## src/rtl/multi_chan_fifo_if.sv

```systemverilog
// Handshake bundle for multi_chan_fifo: tagged write port, channel-addressed read port,
// and per-channel full/empty status.
interface multi_chan_fifo_if #(
  parameter type data_t   = logic [7:0],
  parameter int  CHAN_NUM = 4
);
  localparam int CHAN_W = (CHAN_NUM > 1) ? $clog2(CHAN_NUM) : 1;

  logic              w_valid_i;
  logic [CHAN_W-1:0] w_chan_i;
  data_t             w_data_i;
  logic              w_ready_o;

  logic              r_req_i;
  logic [CHAN_W-1:0] r_chan_i;
  logic              r_valid_o;
  data_t             r_data_o;
  logic [CHAN_W-1:0] r_chan_o;

  logic [CHAN_NUM-1:0] full_o;
  logic [CHAN_NUM-1:0] empty_o;

  modport slave (
    input  w_valid_i, w_chan_i, w_data_i, r_req_i, r_chan_i,
    output w_ready_o, r_valid_o, r_data_o, r_chan_o, full_o, empty_o
  );

  modport master (
    output w_valid_i, w_chan_i, w_data_i, r_req_i, r_chan_i,
    input  w_ready_o, r_valid_o, r_data_o, r_chan_o, full_o, empty_o
  );
endinterface

```

## src/rtl/multi_chan_fifo.sv

```systemverilog
// Shared-memory FIFO split into CHAN_NUM circular queues with a registered read port.
// Define MULTI_CHAN_FIFO_FLUSH_EN to add the per-channel flush_i input.
module multi_chan_fifo #(
  parameter type data_t          = logic [7:0],
  parameter int  CHAN_NUM        = 4,
  parameter int  CHAN_ADDR_WIDTH = 4
) (
  input  logic                clk_i,
  input  logic                rst_ni,
`ifdef MULTI_CHAN_FIFO_FLUSH_EN
  input  logic [CHAN_NUM-1:0] flush_i,
`endif
  multi_chan_fifo_if.slave    bus
);
  localparam int CHAN_W    = (CHAN_NUM > 1) ? $clog2(CHAN_NUM) : 1;
  localparam int DEPTH     = 1 << CHAN_ADDR_WIDTH;
  localparam int CHAN_SPAN = 1 << CHAN_W;
  localparam int ADDR_W    = CHAN_W + CHAN_ADDR_WIDTH;

  typedef logic [CHAN_ADDR_WIDTH:0] ptr_t;

  ptr_t              wp_q [CHAN_NUM];
  ptr_t              wp_d [CHAN_NUM];
  ptr_t              rp_q [CHAN_NUM];
  ptr_t              rp_d [CHAN_NUM];
  data_t             mem_q [CHAN_NUM*DEPTH];
  data_t             r_data_q;
  logic [CHAN_W-1:0] r_chan_q;
  logic              r_valid_q;

  logic [CHAN_NUM-1:0]  full, empty;
  logic [CHAN_SPAN-1:0] chan_ok, full_ext, empty_ext, flush_ext;
  logic                 w_acc, r_acc;
  logic [ADDR_W-1:0]    w_addr, r_addr;

  // Flags look only at registered pointers, never at this cycle's requests.
  always_comb begin
    for (int c = 0; c < CHAN_NUM; c++) begin
      empty[c] = (wp_q[c] == rp_q[c]);
      full[c]  = (wp_q[c][CHAN_ADDR_WIDTH] != rp_q[c][CHAN_ADDR_WIDTH]) &&
                 (wp_q[c][CHAN_ADDR_WIDTH-1:0] == rp_q[c][CHAN_ADDR_WIDTH-1:0]);
    end
  end

  // Channel-indexed lookups padded to the full index range; unused indices read as
  // invalid, full and empty so out-of-range requests are always refused.
  // NOTE: every signal written in always_comb gets a default first, otherwise a latch is inferred.
  always_comb begin
    chan_ok   = '0;
    full_ext  = '1;
    empty_ext = '1;
    flush_ext = '0;
    for (int c = 0; c < CHAN_NUM; c++) begin
      chan_ok[c]   = 1'b1;
      full_ext[c]  = full[c];
      empty_ext[c] = empty[c];
`ifdef MULTI_CHAN_FIFO_FLUSH_EN
      flush_ext[c] = flush_i[c];
`endif
    end
  end

  assign bus.w_ready_o = chan_ok[bus.w_chan_i] && !full_ext[bus.w_chan_i] &&
                         !flush_ext[bus.w_chan_i];
  assign w_acc = bus.w_valid_i && bus.w_ready_o;
  assign r_acc = bus.r_req_i && chan_ok[bus.r_chan_i] && !empty_ext[bus.r_chan_i] &&
                 !flush_ext[bus.r_chan_i];

  assign w_addr = {bus.w_chan_i, wp_q[bus.w_chan_i][CHAN_ADDR_WIDTH-1:0]};
  assign r_addr = {bus.r_chan_i, rp_q[bus.r_chan_i][CHAN_ADDR_WIDTH-1:0]};

  // NOTE: blocking assignments here describe combinational next state; the flops below use <=.
  always_comb begin
    wp_d = wp_q;
    rp_d = rp_q;
    if (w_acc) wp_d[bus.w_chan_i] = wp_q[bus.w_chan_i] + 1'b1;
    if (r_acc) rp_d[bus.r_chan_i] = rp_q[bus.r_chan_i] + 1'b1;
    for (int c = 0; c < CHAN_NUM; c++) begin
      if (flush_ext[c]) rp_d[c] = wp_q[c];
    end
  end

  always_ff @(posedge clk_i) begin
    if (!rst_ni) begin
      for (int c = 0; c < CHAN_NUM; c++) begin
        wp_q[c] <= '0;
        rp_q[c] <= '0;
      end
      r_valid_q <= 1'b0;
      r_data_q  <= '0;
      r_chan_q  <= '0;
    end else begin
      wp_q      <= wp_d;
      rp_q      <= rp_d;
      r_valid_q <= r_acc;
      if (r_acc) begin
        r_data_q <= mem_q[r_addr];
        r_chan_q <= bus.r_chan_i;
      end
    end
  end

  // NOTE: the storage array is deliberately not reset; pointers alone define what is valid.
  always_ff @(posedge clk_i) begin
    if (w_acc) mem_q[w_addr] <= bus.w_data_i;
  end

  assign bus.r_valid_o = r_valid_q;
  assign bus.r_data_o  = r_data_q;
  assign bus.r_chan_o  = r_chan_q;
  assign bus.full_o    = full;
  assign bus.empty_o   = empty;
endmodule

```

## src/flat_wrapper.sv

```systemverilog
// flat-port wrapper written by rule: the top's interface ports become plain ports
module multi_chan_fifo_flat 
#(
  parameter type data_t          = logic [7:0],
  parameter int  CHAN_NUM        = 4,
  parameter int  CHAN_ADDR_WIDTH = 4
)
  (clk_i, rst_ni, bus_w_valid_i, bus_w_chan_i, bus_w_data_i, bus_r_req_i, bus_r_chan_i, bus_w_ready_o, bus_r_valid_o, bus_r_data_o, bus_r_chan_o, bus_full_o, bus_empty_o);
  multi_chan_fifo_if #(.data_t(data_t), .CHAN_NUM(CHAN_NUM)) bus_i ();
  input  logic clk_i;
  input  logic rst_ni;
  input wire logic [$bits(bus_i.w_valid_i)-1:0] bus_w_valid_i;
  input wire logic [$bits(bus_i.w_chan_i)-1:0] bus_w_chan_i;
  input wire logic [$bits(bus_i.w_data_i)-1:0] bus_w_data_i;
  input wire logic [$bits(bus_i.r_req_i)-1:0] bus_r_req_i;
  input wire logic [$bits(bus_i.r_chan_i)-1:0] bus_r_chan_i;
  output wire logic [$bits(bus_i.w_ready_o)-1:0] bus_w_ready_o;
  output wire logic [$bits(bus_i.r_valid_o)-1:0] bus_r_valid_o;
  output wire logic [$bits(bus_i.r_data_o)-1:0] bus_r_data_o;
  output wire logic [$bits(bus_i.r_chan_o)-1:0] bus_r_chan_o;
  output wire logic [$bits(bus_i.full_o)-1:0] bus_full_o;
  output wire logic [$bits(bus_i.empty_o)-1:0] bus_empty_o;
  assign bus_i.w_valid_i = bus_w_valid_i;
  assign bus_i.w_chan_i = bus_w_chan_i;
  assign bus_i.w_data_i = bus_w_data_i;
  assign bus_i.r_req_i = bus_r_req_i;
  assign bus_i.r_chan_i = bus_r_chan_i;
  assign bus_w_ready_o = bus_i.w_ready_o;
  assign bus_r_valid_o = bus_i.r_valid_o;
  assign bus_r_data_o = bus_i.r_data_o;
  assign bus_r_chan_o = bus_i.r_chan_o;
  assign bus_full_o = bus_i.full_o;
  assign bus_empty_o = bus_i.empty_o;
  multi_chan_fifo #(.data_t(data_t), .CHAN_NUM(CHAN_NUM), .CHAN_ADDR_WIDTH(CHAN_ADDR_WIDTH)) u_core (.clk_i(clk_i), .rst_ni(rst_ni), .bus(bus_i));
endmodule
```

## config.mk

```make
export PLATFORM = sky130hd
export DESIGN_NAME = multi_chan_fifo_flat
export DESIGN_NICKNAME = d
export VERILOG_FILES = /design/src/rtl/multi_chan_fifo_if.sv /design/src/rtl/multi_chan_fifo.sv /design/src/flat_wrapper.sv
export SDC_FILE = /design/constraint.sdc
export NUM_CORES = 1
export LEC_CHECK = 0
export ABC_CLOCK_PERIOD_IN_PS = 3800
export BUFFER_PORTS_ARGS = -buffer_cell sky130_fd_sc_hd__buf_2
export CORE_UTILIZATION = 55
export CTS_BUF_LIST = sky130_fd_sc_hd__clkbuf_16
export DETAILED_ROUTE_END_ITERATION = 8
export HOLD_SLACK_MARGIN = 0.15
export PLACE_DENSITY = 0.71
export REMOVE_ABC_BUFFERS = 1
export SETUP_SLACK_MARGIN = 0.15
export SLEW_MARGIN = 10
export SYNTH_ARGS = -nofsm -noshare
export SYNTH_HDL_FRONTEND = slang
export SYNTH_SLANG_ARGS = --single-unit
```

## constraint.sdc

```tcl
create_clock -name clk_i -period 3.8 [get_ports clk_i]
set_input_delay 0.76 -clock clk_i [delete_from_list [all_inputs] [get_ports clk_i]]
set_output_delay 0.76 -clock clk_i [all_outputs]
set_load 0.05 [all_outputs]
```

==> key figures, run 1 <==
Drt
  – Met3 WL: 5.27 mm
  – Metal2 WL: 26.3 mm
  – Drt pass-1 iters: 7
  – Remaining DRCs: 0
  – Post-DR vias/cell: 6.32
  – Total Routed Length: 56.6 mm
  – Routed WL per cell: 27.8 um
  – Routed via count: 12842
  – Top layer reached by signal wires: met4
  – ANT nets after route: 0
  – M1 WL: 23.0 mm
  – DRT iter0 DRCs: 1563

Pwr
  – Pint: 10.1 mW
  – PwrDens: 499 mW/mm2
  – Net Sw Frac: 21.8%
  – Clock Power Share: 41.7%
  – Part of the power in registers: 52.8%
  – Switching pwr: 2.82 mW
  – Gate power share: 5.5%
  – Leak: 8.34 nW
  – Worst VDD drop: 0.432 mV

Global route
  – First-pass GRT wire length: 82.8 mm
  – Tot GR Track Use: 27.7%
  – Total gr overflow: 0
  – Initial antenna violation count: 1
  – Number of global-route vias before repair: 12501
  – Largest net degree at the start of global routing: 50

Worst setup path
  – CP Data Required Time: 3.04 ns
  – Worst reg-to-reg path cell count: 9
  – CP Max Fanout: 5
  – Levels on crit path: 5
  – Slowest-stage cell, CP: dfxtp_1
  – Setup crit start kind: register
  – Top delay family on crit path: flip-flops
  – Critical path class: register to primary output
  – Cell breakdown of the critical path: xnor2_1 > nand4_1 > nand2b_1 > mux4_2 > buf_2
  – CP Capture Type: primary output
  – Reg2reg start: u_core.rp_q[11]
  – Setup crit start: u_core.rp_q[11]
  – Critical Path AT: 2.42 ns
  – Buf/Inv on CP: 1
  – Crit-path max cell delay: 0.54 ns

Finish
  – Commonest non-fill, non-tap cells in the layout: edfxtp_1, buf_4, mux2i_1, nor2_1, mux4_2
  – Final nets: 1479
  – Final Instance Count excl. Fillers: 2033
  – Fill count: 2766
  – Commonest non-fill, non-tap cell in the layout: edfxtp_1
  – Area grow syn2layout: 15.0%
  – Share of cells above drive strength 1: 22.2%

Floorplan
  – Area of the core: 0.0401 mm2
  – Full die area: 0.0419 mm2
  – I/O pin cnt: 36
  – Initial Util: 56.3%
  – Row count: 73
  – Die Wd: 205 um
  – Chip Height: 205 um

STA
  – Headroom to the max-slew limit: 32.8%
  – Worst slew pin tran: 1.01 ns
  – PnR worst setup slack: 0.616 ns
  – RSZ-0062 raised after global routing: no
  – Fmax: 314 MHz
  – Clock Skews: 0.0170 ns
  – Max-slew violations: 0
  – Crit path time final: 3.18 ns
  – Final period utilization: 83.8%
  – Final Hold Fails: 0
  – # setup viols final: 0

Clocking
  – Hold Buf Count CTS: 0
  – TritonCTS Sinks: 563
  – CTS tree: done
  – TritonCTS Buffers: 56
  – Clock buffer depth: 3
  – Clk_lat worst skew: 0.61 ns
  – Root buffer cell: clkbuf_16
  – H-tree depth: 2
  – Post-CTS sizing: 0
  – Clock-pin transition on the worst setup and hold timing paths: 0.06 ns
  – Post-CTS Setup Bufs: 0

Logic synthesis
  – Post-synth EDFFs: 512
  – Synth Flop Type: edfxtp_1
  – Post-synth ARST share: 0%
  – Synth warn: 0
  – Seq cells post-synth: 563
  – Synthesized area per cell: 17.4 um2
  – Synth Cell Area: 0.0226 mm2
  – Distinct cell type count after synthesis: 52
  – Register area share after synthesis: 72.6%
  – Post-Syn Instances: 1296

Placement
  – Port Buffers: 35
  – Post-DP HPWL: 37.5 mm
  – Inst Count DP: 1928
  – Pre-CTS WS: 0.184 ns
  – GPL Wtd Cong: 0.962

Status
  – Status: finished, final reports clean

Hold path
  – Hold Path Class: register to register
  – Worst Hold Launch: u_core.bus.r_chan_o[0]
  – Hold-critical path depth: 2

Job
  – Max Cap Violations: 0
==> per-stage QoR <==
| step | TNS [ns] | util [%] | power (mW) | hold slack, ns | area (um2) |
|---|---|---|---|---|---|
| after floorplan | -24.09 | - | 7.33 | 0.499 | 22200 |
| after global placement | 0 | 60.3 | 7.66 | 0.439 | 24200 |
| after detailed placement | 0 | 60.3 | 7.67 | 0.447 | 24200 |
| after CTS | 0 | 64.8 | 13.0 | 0.455 | 26000 |
| after global routing | 0 | 64.8 | 13.3 | 0.465 | 26000 |
| final | 0 | 64.8 | 12.9 | 0.448 | 26000 |
==> cell usage after synthesis, types with 10 or more instances <==
library cell	count	share of area (%)
nand3_1	11	0.24
dfxtp_1	51	4.5
mux4_2	70	7.0
a211oi_1	30	1.0
a221oi_1	37	1.4
inv_1	10	0.17
o22ai_1	15	0.42
xnor2_1	22	0.85
clkbuf_1	34	0.57
edfxtp_1	512	68
a21oi_1	22	0.49
nor2b_1	19	0.53
nor3_1	12	0.27
buf_2	15	0.33
buf_6	10	0.50
nand2_1	47	0.78
nor2_1	124	2.1
mux2i_1	134	5.9
nand4_1	13	0.36
==> registers in the layout (all words and copies together) (netlist names) <==
register / count
u_core.bus.r_valid_o: 1
u_core.rp_q: 20
u_core.bus.r_chan_o: 2
u_core.bus.r_data_o: 8
u_core.wp_q: 20
u_core.mem_q: 512
==> routing by layer <==
| metal | vias up | global-route usage, % |
|---|---|---|
| met2 | 656 | 42.1 |
| met1 | 6537 | 39.1 |
| met4 | 0 | 10.1 |
| met5 | - | 0 |
| li1 | 5539 | - |
| met3 | 110 | 6.57 |
==> area by class of cell <==
cell class | instances | area, um2 | share of cell area, %
Antenna cell | 1 | 2.50 | 0.00964
Clock buffer | 57 | 1430 | 5.49
Clock inverter | 47 | 370 | 1.43
Inverter | 12 | 47.5 | 0.183
Multi-Input combinational cell | 651 | 5750 | 22.2
Sequential cell | 563 | 16400 | 63.1
Tap cell | 525 | 657 | 2.53
Timing Repair Buffer | 177 | 1320 | 5.07
==> worst register-to-register path, cell delays in order (launching register included) <==
cell and delay (ns):
dfxtp_1 0.54, mux4_4 0.47, buf_12 0.27, buf_4 0.46, mux2i_1 0.25, a221oi_1 0.14, a22o_1 0.26, a221oi_1 0.25
nand4_1 0.14, o221a_1 0.24
==> power by group through the flow <==
stage | clock, mW | sequential, mW | combinational (mW)
after floorplan | 0 | 7.00 | 0.332
after global placement | 0 | 6.97 | 0.687
after detailed placement | 0 | 6.97 | 0.700
after CTS | 5.45 | 6.84 | 0.702
after global routing | 5.68 | 6.84 | 0.744
final | 5.40 | 6.84 | 0.708
==> cells by family after synthesis <==
family | count (synthesis) | synth area share (%)
flops | 563 | 72.6
fa+ha+maj | 2 | 0.111
compound gates | 147 | 4.99
mux | 213 | 13.9
xor+xnor | 27 | 1.05
simple gates | 262 | 5.46
buf+inv | 82 | 1.92
==> path summary, 6_finish.rpt <==
path	end	slack [ns]
setup / recovery	bus_w_ready_o	0.62
hold / removal	u_core.bus.r_chan_o[0]	0.45
setup reg to reg	u_core.bus.r_data_o[2]	0.67
hold reg to reg	u_core.bus.r_chan_o[0]	0.45
No activity file was read; power rests on OpenSTA's default activity.
==> run 2, diff against run 1 <==
--- a/config.mk
+++ b/config.mk
@@ -5,13 +5,14 @@
 export SDC_FILE = /design/constraint.sdc
 export NUM_CORES = 1
 export LEC_CHECK = 0
-export ABC_CLOCK_PERIOD_IN_PS = 3800
+export ABC_AREA = 1
+export ABC_CLOCK_PERIOD_IN_PS = 2700
 export BUFFER_PORTS_ARGS = -buffer_cell sky130_fd_sc_hd__buf_2
 export CORE_UTILIZATION = 55
 export CTS_BUF_LIST = sky130_fd_sc_hd__clkbuf_16
 export DETAILED_ROUTE_END_ITERATION = 8
 export HOLD_SLACK_MARGIN = 0.15
-export PLACE_DENSITY = 0.71
+export PLACE_DENSITY = 0.74
 export REMOVE_ABC_BUFFERS = 1
 export SETUP_SLACK_MARGIN = 0.15
 export SLEW_MARGIN = 10
==> constraint.sdc (replaced) <==
create_clock -name clk_i -period 2.7 [get_ports clk_i]
set_input_delay 0.54 -clock clk_i [delete_from_list [all_inputs] [get_ports clk_i]]
set_output_delay 0.54 -clock clk_i [all_outputs]
set_load 0.05 [all_outputs]
==> key figures, run 2 <==
STA
  – Fmax: 410 MHz
  – Final Hold Fails: 0
  – # setup viols final: 0
  – Worst slew pin tran: 0.783 ns
  – Crit path time final: 2.44 ns
  – Clock Skews: 0.0173 ns
  – RSZ-0062 raised after global routing: no
  – Max-slew violations: 0
  – Final period utilization: 90.3%
  – Setup TNS: 0 ns
  – Worst Hold Slack: 0.259 ns
  – Headroom to the max-slew limit: 47.7%

Logic synthesis
  – Synth cell count leaders: edfxtp_1, nand2_1, nand3_1, inv_1, nand3b_1
  – Largest cells by area after synthesis: edfxtp_1, nand3_1, nand2_1
  – Synth Flop Type: edfxtp_1
  – Distinct cell type count after synthesis: 30
  – Top cell type by total area after synthesis: edfxtp_1
  – Seq cells post-synth: 563
  – Synth top area share: 61.2%
  – Post-synth ARST share: 0%
  – Post-Syn Instances: 2412
  – Register area share after synthesis: 65.3%
  – Synthesized area per cell: 10.4 um2
  – Synth Cell Area: 0.0251 mm2
  – Synth warn: 0
  – Cell with the most instances after synthesis: edfxtp_1
  – Post-synth EDFFs: 512

Floorplan
  – Die Wd: 216 um
  – I/O pin cnt: 36
  – Full die area: 0.0465 mm2
  – Chip Height: 216 um
  – Initial Util: 56.3%
  – Area of the core: 0.0446 mm2
  – Row count: 77

Clocking
  – Clock-pin transition on the worst setup and hold timing paths: 0.06 ns
  – TritonCTS Sinks: 563
  – Clock buffer depth: 3
  – TritonCTS Buffers: 56
  – CTS tree: done
  – H-tree depth: 2
  – Post-CTS Setup Bufs: 0
  – Clk_lat worst skew: 0.63 ns
  – Root buffer cell: clkbuf_16
  – Hold Buf Count CTS: 0

Drt
  – Drt pass-1 iters: 6
  – Met3 WL: 5.91 mm
  – Routed via count: 18326
  – Routed WL per cell: 21.1 um
  – ANT nets after route: 0
  – M1 WL: 26.7 mm
  – Post-DR vias/cell: 5.74
  – Remaining DRCs: 0
  – Top layer reached by signal wires: met5
  – Metal2 WL: 32.4 mm
  – DRT iter0 DRCs: 2391
  – Total Routed Length: 67.2 mm

Status
  – Status: finished, final reports clean

Global route
  – Largest net degree at the start of global routing: 133
  – Initial antenna violation count: 1
  – Total gr overflow: 0
  – First-pass GRT wire length: 100 mm
  – Number of global-route vias before repair: 17536
  – Tot GR Track Use: 28.1%

Pwr
  – Worst VDD drop: 0.876 mV
  – PwrDens: 658 mW/mm2
  – Pwr Total: 19.3 mW
  – Leak: 11.6 nW

Finish
  – Regs by FF count: u_core.mem_q x512, u_core.rp_q x20, u_core.wp_q x20
  – Share of cells above drive strength 1: 14.0%
  – Area grow syn2layout: 16.9%
  – N_diodes: 0
  – Commonest non-fill, non-tap cell in the layout: edfxtp_1
  – Largest register FFs: 512
  – Commonest non-fill, non-tap cells in the layout: edfxtp_1, nand2_1, nand3_1, inv_1, nand3b_1
  – Final nets: 2569
  – Top reg by flops: u_core.mem_q

Worst setup path
  – Critical path class: register to register
  – Critical Path AT: 2.94 ns
  – Setup crit start kind: register
  – CP Max Fanout: 17
  – CP Capture Type: register
  – CP Data Required Time: 3.21 ns

Placement
  – Port Buffers: 35
  – GPL Wtd Cong: 0.930
  – Post-DP HPWL: 41.6 mm

Hold path
  – Hold Path Class: input pin to register

Job
  – Max Cap Violations: 0
## run 2: power breakdown
group | internal, mW | leakage (nW) | switching (mW) | total (mW)
clock network | 4.54 | 0.952 | 3.32 | 7.86
registers | 9.57 | 5.03 | 0.0535 | 9.62
logic | 0.562 | 5.66 | 1.29 | 1.85
## run 2: final cells by class
type / count / area, um2
Tap cell: 592 / 741
Timing Repair Buffer: 221 / 2200
Clock buffer: 56 / 1400
Fill cell: 3340 / 15200
Sequential cell: 563 / 16400
Multi-Input combinational cell: 1400 / 7000
Inverter: 309 / 1160
Clock inverter: 50 / 452
## run 2: final timing paths
path,start,slack (ns),cells past startpoint,endpoint
max,u_core.rp_q[15],0.26,16,u_core.bus.r_data_o[5]
min,bus_r_chan_i[1],0.26,3,u_core.bus.r_chan_o[1]
max reg2reg,u_core.rp_q[15],0.26,16,u_core.bus.r_data_o[5]
min reg2reg,u_core.bus.r_chan_o[0],0.47,2,u_core.bus.r_chan_o[0]
## run 2: through the flow
step                cells  instance area [um2]  util, %  setup slack (ns)
floorplan            2272                24400        -             -8.89
global placement     3077                27100     60.8            -0.172
detailed placement   3077                27100     60.8            -0.231
CTS                  3183                29000     65.0             0.169
global route         3191                29400     65.8             0.143
finish               3191                29400     65.8             0.263
## run 2: layer usage
layer | up-vias | global-route usage [%]
met2 | 951 | 46.0
met3 | 162 | 4.58
met5 | - | 0
met1 | 8767 | 37.8
li1 | 8444 | -
met4 | 2 | 10.8
## run 2: logic make-up (layout without fill, tap and decap cells)
family,count (synthesis),after routing,synth area share (%)
simple gates,1271,1271,24.0
buf+inv,449,636,7.43
fa+ha+maj,2,2,0.0996
xor+xnor,26,26,0.907
flops,563,563,65.3
compound gates,101,101,2.27
## run 2: repair_timing
| action | 4_1_cts | 5_1_grt |
|---|---|---|
| endpoints found under the setup margin | 88 | 333 |
| gates cloned | 0 | 8 |
| pin swaps | 0 | 2 |
| gates resized for setup | 11 | 48 |
## run 2: worst max-delay path, cell delays in order, from the launching register on
cell,delay [ns]
dfxtp_2,0.37
buf_4,0.13
nand2_1,0.05
nand2_1,0.15
nand2_8,0.13
nand2_8,0.14
buf_12,0.19
buf_4,0.26
nand2_1,0.09
nand3_1,0.08
nand3_1,0.08
nand3_1,0.07
nand2_1,0.13
nand2_1,0.10
nand3_1,0.12
nor2_1,0.15
nor2_1,0.06
